### src/rtl/branch_predictor_btb.sv
// rtl/branch_predictor_btb.sv - direct-mapped tagged BTB with saturating direction counters
//
// Purpose: combinational branch prediction from the IF-stage PC, trained by
// resolved conditional branches from ID. Counters are indexed bimodally
// (GHR_W=0) or with gshare (idx XOR global history, GHR_W>0). A saturating
// 32-bit counter tracks mispredictions.
//
// Ports:
//   clk, reset        rising-edge clock, synchronous active-high reset
//   lookup_pc         IF-stage PC to predict for
//   pred_hit          BTB valid and tag match for lookup_pc
//   pred_taken        pred_hit and counter MSB set
//   pred_target       stored target when pred_taken, else lookup_pc+4
//   upd_valid         a resolved conditional branch is presented
//   upd_pc            PC of the resolved branch
//   upd_taken         actual direction
//   upd_target        actual taken target
//   upd_mispredict    resolution disagreed with the prediction
//   miss_count        saturating misprediction count

module branch_predictor_btb #(
  parameter int ADDR_W     = 64,
  parameter int ENTRIES    = 16,
  parameter int TAG_W      = 8,
  parameter int CNT_W      = 2,
  parameter int GHR_W      = 0,
  parameter int INST_ALIGN = 2
) (
  input  logic              clk,
  input  logic              reset,
  input  logic [ADDR_W-1:0] lookup_pc,
  output logic              pred_hit,
  output logic              pred_taken,
  output logic [ADDR_W-1:0] pred_target,
  input  logic              upd_valid,
  input  logic [ADDR_W-1:0] upd_pc,
  input  logic              upd_taken,
  input  logic [ADDR_W-1:0] upd_target,
  input  logic              upd_mispredict,
  output logic [31:0]       miss_count
);

  localparam int IDX_W = $clog2(ENTRIES);

  localparam logic [CNT_W-1:0] CNT_MAX     = '1;
  localparam logic [CNT_W-1:0] CNT_WEAK_T  = CNT_W'(1) << (CNT_W - 1);
  localparam logic [CNT_W-1:0] CNT_WEAK_NT = CNT_WEAK_T - CNT_W'(1);

  logic              valid   [ENTRIES];
  logic [TAG_W-1:0]  tag_arr [ENTRIES];
  logic [ADDR_W-1:0] tgt_arr [ENTRIES];
  logic [CNT_W-1:0]  cnt     [ENTRIES];
  logic [31:0]       miss_q;

  logic [IDX_W-1:0]  l_idx, u_idx, l_cidx, u_cidx, ghr_ext;
  logic [TAG_W-1:0]  l_tag, u_tag;
  logic              u_hit;
  logic [CNT_W-1:0]  cnt_cur, cnt_next;

  // Only the index and tag fields of the PCs are used.
  logic unused_pc_bits;
  assign unused_pc_bits = ^{lookup_pc, upd_pc};

  assign l_idx = lookup_pc[INST_ALIGN +: IDX_W];
  assign l_tag = lookup_pc[INST_ALIGN + IDX_W +: TAG_W];
  assign u_idx = upd_pc[INST_ALIGN +: IDX_W];
  assign u_tag = upd_pc[INST_ALIGN + IDX_W +: TAG_W];

  generate
    if (GHR_W == 0) begin : g_bimodal
      assign ghr_ext = '0;
    end else begin : g_gshare
      logic [GHR_W-1:0] ghr;
      always_ff @(posedge clk) begin
        if (reset) begin
          ghr <= '0;
        end else if (upd_valid) begin
          // Truncating {ghr, taken} drops the oldest bit; also covers GHR_W=1.
          ghr <= GHR_W'({ghr, upd_taken});
        end
      end
      assign ghr_ext = IDX_W'(ghr);
    end
  endgenerate

  assign l_cidx = l_idx ^ ghr_ext;
  assign u_cidx = u_idx ^ ghr_ext;

  // Lookup: no bypass from a same-cycle update.
  assign pred_hit    = valid[l_idx] && (tag_arr[l_idx] == l_tag);
  assign pred_taken  = pred_hit && cnt[l_cidx][CNT_W-1];
  assign pred_target = pred_taken ? tgt_arr[l_idx] : lookup_pc + ADDR_W'(4);
  assign miss_count  = miss_q;

  assign u_hit   = valid[u_idx] && (tag_arr[u_idx] == u_tag);
  assign cnt_cur = cnt[u_cidx];

  // A taken branch that misses the BTB allocates a fresh entry, so its
  // counter restarts at weakly-taken rather than training the old value.
  always_comb begin
    cnt_next = cnt_cur;
    if (upd_taken) begin
      if (!u_hit) begin
        cnt_next = CNT_WEAK_T;
      end else if (cnt_cur != CNT_MAX) begin
        cnt_next = cnt_cur + CNT_W'(1);
      end
    end else if (cnt_cur != '0) begin
      cnt_next = cnt_cur - CNT_W'(1);
    end
  end

  always_ff @(posedge clk) begin
    if (reset) begin
      for (int i = 0; i < ENTRIES; i++) begin
        valid[i]   <= 1'b0;
        tag_arr[i] <= '0;
        tgt_arr[i] <= '0;
        cnt[i]     <= CNT_WEAK_NT;
      end
      miss_q <= '0;
    end else if (upd_valid) begin
      cnt[u_cidx] <= cnt_next;
      if (upd_taken) begin
        valid[u_idx]   <= 1'b1;
        tag_arr[u_idx] <= u_tag;
        tgt_arr[u_idx] <= upd_target;
      end
      if (upd_mispredict && (miss_q != 32'hFFFF_FFFF)) begin
        miss_q <= miss_q + 32'd1;
      end
    end
  end

endmodule

### config.mk
export PLATFORM = sky130hd
export DESIGN_NAME = branch_predictor_btb
export DESIGN_NICKNAME = d
export VERILOG_FILES = /design/src/rtl/branch_predictor_btb.sv
export SDC_FILE = /design/constraint.sdc
export NUM_CORES = 2
export LEC_CHECK = 0
export ABC_AREA = 1
export BUFFER_PORTS_ARGS = -buffer_cell sky130_fd_sc_hd__buf_2
export CORE_MARGIN = 4
export CORE_UTILIZATION = 48
export CTS_BUF_LIST = sky130_fd_sc_hd__clkbuf_4 sky130_fd_sc_hd__clkbuf_8 sky130_fd_sc_hd__clkbuf_16
export CTS_CLUSTER_SIZE = 16
export DETAILED_ROUTE_END_ITERATION = 8
export GPL_ROUTABILITY_DRIVEN = 0
export PLACE_DENSITY = 0.61
export SKIP_LAST_GASP = 1
export SLEW_MARGIN = 20
export SYNTH_ARGS = -nofsm -noshare
export SYNTH_HDL_FRONTEND = slang
export SYNTH_SLANG_ARGS = --single-unit
### constraint.sdc
create_clock -name clk -period 7.19 [get_ports clk]
set_input_delay 1.0785 -clock clk [delete_from_list [all_inputs] [get_ports clk]]
set_output_delay 1.0785 -clock clk [all_outputs]
set_load 0.01 [all_outputs]
# [After elaboration in Yosys (flattened, before gate mapping)]
# Memory sizes are Yosys's and may differ from the RTL's.
# Index checks and enable logic that the tools add are counted.
[op_classes] addsub=4 n_mul=0 div_mod_pow=0 magnitude_cmp=0 n_eq_ne=4 shifts=0 n_mux=26 n_bitwise=0 reduce_logical=10
[ops] operator="$mux W64" count=2
[ops] operator="$add A64 B3 Y64 const B" count=1
[ops] operator="$reduce_or A64 Y1" count=1
[ops] operator="$add A32 B1 Y32 const B" count=1
[ops] operator="$ne A32 B32 Y1 const B" count=1
[ops] operator="$eq A8 B8 Y1" count=2
[ops] operator="$mux W4" count=4
[ops] operator="$mux W1" count=14
[ops] operator="$mux W2" count=5
[ops] operator="$mux W8" count=1
[ops] operator="$reduce_or A8 Y1" count=1
[ops] operator="$logic_and A1 B1 Y1" count=4
[ops] operator="$add A2 B1 Y2 const B" count=1
[ops] operator="$ne A2 B2 Y1 const B" count=1
[ops] operator="$reduce_and A2 Y1" count=1
[ops] operator="$reduce_bool A2 Y1" count=1
[ops] operator="$reduce_or A2 Y1" count=1
[ops] operator="$sub A2 B1 Y2 const B" count=1
[ops] operator="$reduce_or A1 Y1" count=1
[word_totals] regBits=32 latchBits=0 ramBits=1200 rom_bits=0 input_bits=197 output_inout_bits=98 word_cells=49 memories=4
[mem_list] memory="tgt_arr" words=16 word_bits=64 read_ports=1 rd_ports_with_merged_regs=0 write_ports=16 line_no="51" text="logic [ADDR_W-1:0] tgt_arr [ENTRIES];"
[mem_list] memory="tag_arr" words=16 word_bits=8 read_ports=2 rd_ports_with_merged_regs=0 write_ports=16 line_no="50" text="logic [TAG_W-1:0] tag_arr [ENTRIES];"
[mem_list] memory="cnt" words=16 word_bits=2 read_ports=2 rd_ports_with_merged_regs=0 write_ports=16 line_no="52" text="logic [CNT_W-1:0] cnt [ENTRIES];"
[mem_list] memory="valid" words=16 word_bits=1 read_ports=2 rd_ports_with_merged_regs=0 write_ports=16 line_no="49" text="logic valid [ENTRIES];"

# [Logic depth before layout (Yosys ltp)]
[depth] depth_word=6 mapped_depth=19 depth_no_buf=16

# [Worst setup path after synthesis]
# Ideal clock, no wire load.
[synth_timing] kind="input-to-reg" from="input port reset" to="memory tag_arr[7][0] (enable)" setup_ps=740 arrival_ps=3549 t_required_ps=6450 slack_ps=2901 cell_stages=10 path_buffers=3 cell_sequence="clkbuf_1 inv_1 nand2_1 inv_1 nand2_1 nor2_1 nand2_1 clkbuf_1 clkbuf_1 nand2_1"
[synth_rtl] item="start: declaration" line_no="30" text="input logic reset,"
[synth_rtl] item="end: declaration" line_no="50"

# [Worst setup path after layout]
[layout_timing] from="input port lookup_pc[3]" to="output port pred_target[58]"
[layout_via] elab_chain_cells=5 elab_cells_between_ends=9 cone_classes="add/sub: 1; eq/ne: 1; mux: 1; reduce/logical: 2; memory: 4"
[layout_lines] item="start: declaration" line_no="31" text="input logic [ADDR_W-1:0] lookup_pc,"
[layout_lines] item="branches (longest 4 deep; another with $add A64 B3 Y64)"
[layout_lines] item="$mux W64 (*)" line_no="92" text="assign pred_target = pred_taken ? tgt_arr[l_idx] : lookup_pc + ADDR_W'(4);"
[layout_lines] item="end: declaration" line_no="34" text="output logic [ADDR_W-1:0] pred_target,"
# Every way passes the cells marked *.

==> impl_results.md <==
* Status: finished, final reports clean
* CTS tree: yes
* Starting DRT DRC Count at 6829
* Largest family of logic cells by synthesized area: simple AND/OR/NAND/NOR gates
* Post-synth net total at roughly 6400
* Cells after Synth at 6159
* CP Launch Type: primary input
* Yosys warns at 0
* H-tree depth at 4
* DR vias/cell at between 6 and 7
* Worst Setup SP: lookup_pc[3]
* Post-place setup slack at approximately 1.3 ns
* Worst Path Arrival at 5.09 ns
* Die area at 127000 um2
* Die width at 356 um
* Total CTS buffers at 137
* Die Y at about 360 um
* Worst-Margin Slew at 1.20 ns
* Fin. Hold Viols at 0
* First-pass DRT Iterations at 8
* Worst R2R End: miss_count[20]$_SDFFE_PP0P_
* Post-synth EDFFs at 1184
* IO Port Bufs at around 240
* Cell Rows at 127
* Post-route ant nets at 0
* Final nets at 6315
* Post-synthesis compound-gate area fraction at 0.103
* Post-CTS sizing at 0
* Minimum clock period at 6.17 ns
* I/O pin count at 295
* WL/cell at ~26 um
* DP Cell Count at 7589
* Hold_ws at between 0.4 and 0.5 ns
* Mux share of post-synthesis cell area at 0
* Initial antenna violation count at 6
* Core Area at between 100000 and 150000 um2
* Root Buffer: clkbuf_16
* Max Fclk at around 0.16 GHz
* Clk sinks at ~1200
* Async SR Flop Fraction at 0
* Starting density of the core at 0.484
* Register-to-Register Path Depth at 13
* Max Cap Viol at 0
* RR Startpoint: miss_count[0]$_SDFFE_PP0P_
* Synth Area in XOR/XNOR at 0.0108
* Slew margin rel. at 0.196
* GR Overflow Total at 0
* Setup WS post-layout at 1.02 ns
* Vias post-DR at 47500
* CP endpoint kind: output port
* Syn_area_per_cell at 9.46 um2
* VDD IR max at about 230 uV
* Deepest clock path buffer count at 3
* Vias in the first global route at 44400
* Clk Latency, worst-skew pair at 0.75 ns
* Largest net degree at the start of global routing at between 150 and 200
* Gr usage total at 0.320
* # fillers at 10800
* Reg area at 36500 um2
* Post-Syn Area at 58300 um2
* Post-DP HPWL at 113 mm
* Total negative slack at 0 ns
* Post-Synth Simple-Gate Area at 0.208
* CP Class: in -> out
* Crit-path max FO at between 100 and 150
* Postcts setup bufs at 0
* First-pass GRT wire length at 299 mm
* Hold Path Class: reg -> reg
* Final setup fails at 0
* CTS Hold Bufs at 0
* Post-synthesis register bit count at 1232
* Final period util at 0.859
* RSZ-0062 raised after global routing: no
* Clock skew at 0.0291 ns
* Total Routed Length at around 210 mm
* Static Leak at 24.6 nW
* Area occupied by multi-input gates at 19000 um2
* Adder-Cell Fraction of Synth Area at 0.000430
* Main synth FF type: edfxtp_1
* Area Growth Syn to Fin at 11.5%
* Finished Layout Cells at between 7000 and 8000
* WP data required at 6.11 ns
* DR DRC count at 0
* Max Slew Vio Count at 0
* Unique masters post-synth at 43
* Clk pin slew, worst setup/hold paths at approximately 0.050 ns
* Post-synthesis sequential area ratio at 0.627
* R2R Setup Slk at between 3 and 4 ns
* Share of layout cells above drive strength 1 at 0.0958
* End of the critical path: pred_target[58]
* PwrDens at 257 nW/um2
==> through the flow <==
stage / util / total power (W) / area [um2]
3_3_place_gp: 0.504 / 0.00993 / 60600
3_5_place_dp: 0.504 / 0.00995 / 60600
5_1_grt: 0.540 / 0.0171 / 64900
6_report: 0.540 / 0.0167 / 64900
4_1_cts: 0.540 / 0.0167 / 64900
2_1_floorplan: - / 0.00933 / 58300
==> sequential cells by signal, indices dropped and copies added, names as in the netlist <==
signal      count
valid          16
miss_count     32
tgt_arr      1024
tag_arr       128
cnt            32
==> worst max-delay path, cell delays in order <==
cell and delay, ns:
buf_8 0.60, ha_1 0.37, nand3_1 0.11, nor2_2 0.17, nand3_1 0.13, inv_1 0.09
nand2_2 0.18, nor3b_2 0.32, nand3_1 0.16, nor2_1 0.72, nand3_1 0.49, xnor2_1 0.27
nand2_1 0.07, nand2_1 0.08, buf_2 0.14
==> power by group <==
part           leakage [nW]  switching [W]  internal [W]  total, W
Clock                  2.15        0.00289       0.00396   0.00685
Sequential             11.6      0.0000984       0.00822   0.00832
Combinational          10.8        0.00117      0.000352   0.00152
==> worst min path at each step <==
stage,endpoint,depth (start not counted),from,slack (ns)
after global placement,valid[0]$_DFF_P_,2,valid[0]$_DFF_P_,0.45
after detailed placement,valid[12]$_DFF_P_,2,valid[12]$_DFF_P_,0.45
after CTS,valid[12]$_DFF_P_,2,valid[12]$_DFF_P_,0.47
after global routing,valid[15]$_DFF_P_,2,valid[15]$_DFF_P_,0.49
final,valid[12]$_DFF_P_,2,valid[12]$_DFF_P_,0.47
after floorplan,valid[0]$_DFF_P_,2,valid[0]$_DFF_P_,0.44
==> placed cells by master (no fill, tap or decap), drive strengths merged, types with 105 or more instances in the layout <==
master  count
buf       325
clkbuf    175
edfxtp   1184
inv       248
nand2     852
nand3     189
nor2     1848
o21ai     640
o221ai    105
o22ai     151
==> kinds of logic after synthesis <==
logic type / Yosys count
xor+xnor: 72
compound gates: 1048
simple gates: 3045
buf+inv: 760
fa+ha+maj: 2
flops: 1232
==> layout make-up <==
type	count	area share
clock buffer	175	0.0594
clock inverter	67	0.00728
sequential	1232	0.562
inverter	253	0.0150
multi-input combinational	4167	0.293
antenna	1	0.0000385
timing repair buffer	325	0.0317
tap	1612	0.0311
==> synthesized netlist by cell type (all sizes together), types with 3 or more instances <==
| cell type | n | share of area |
|---|---|---|
| o221ai | 105 | 0.016 |
| o211ai | 36 | 0.0046 |
| o21ai | 640 | 0.055 |
| clkinv | 10 | 0.00064 |
| nor3 | 38 | 0.0034 |
| dfxtp | 48 | 0.016 |
| nand2 | 852 | 0.055 |
| and3 | 4 | 0.00043 |
| xor2 | 54 | 0.0081 |
| o21a | 3 | 0.00039 |
| nand4 | 93 | 0.010 |
| nor2 | 1848 | 0.12 |
| nand3 | 189 | 0.017 |
| clkbuf | 380 | 0.024 |
| xnor2 | 18 | 0.0027 |
| buf | 127 | 0.011 |
| edfxtp | 1184 | 0.61 |
| a22oi | 17 | 0.0022 |
| o22ai | 151 | 0.016 |
| inv | 243 | 0.016 |
| nor4 | 17 | 0.0019 |
| a21oi | 91 | 0.0079 |
==> routing by layer <==
layer / share of wire / wire, um / vias up / track usage
li1: - / - / 21000 / -
met1: 0.38 / 79200 / 23000 / 0.432
met2: 0.45 / 92800 / 3079 / 0.496
met3: 0.13 / 27000 / 470 / 0.0836
met4: 0.041 / 8500 / 2 / 0.126
met5: 0.000043 / 9 / - / 0
(Power assumes the default switching activity.)
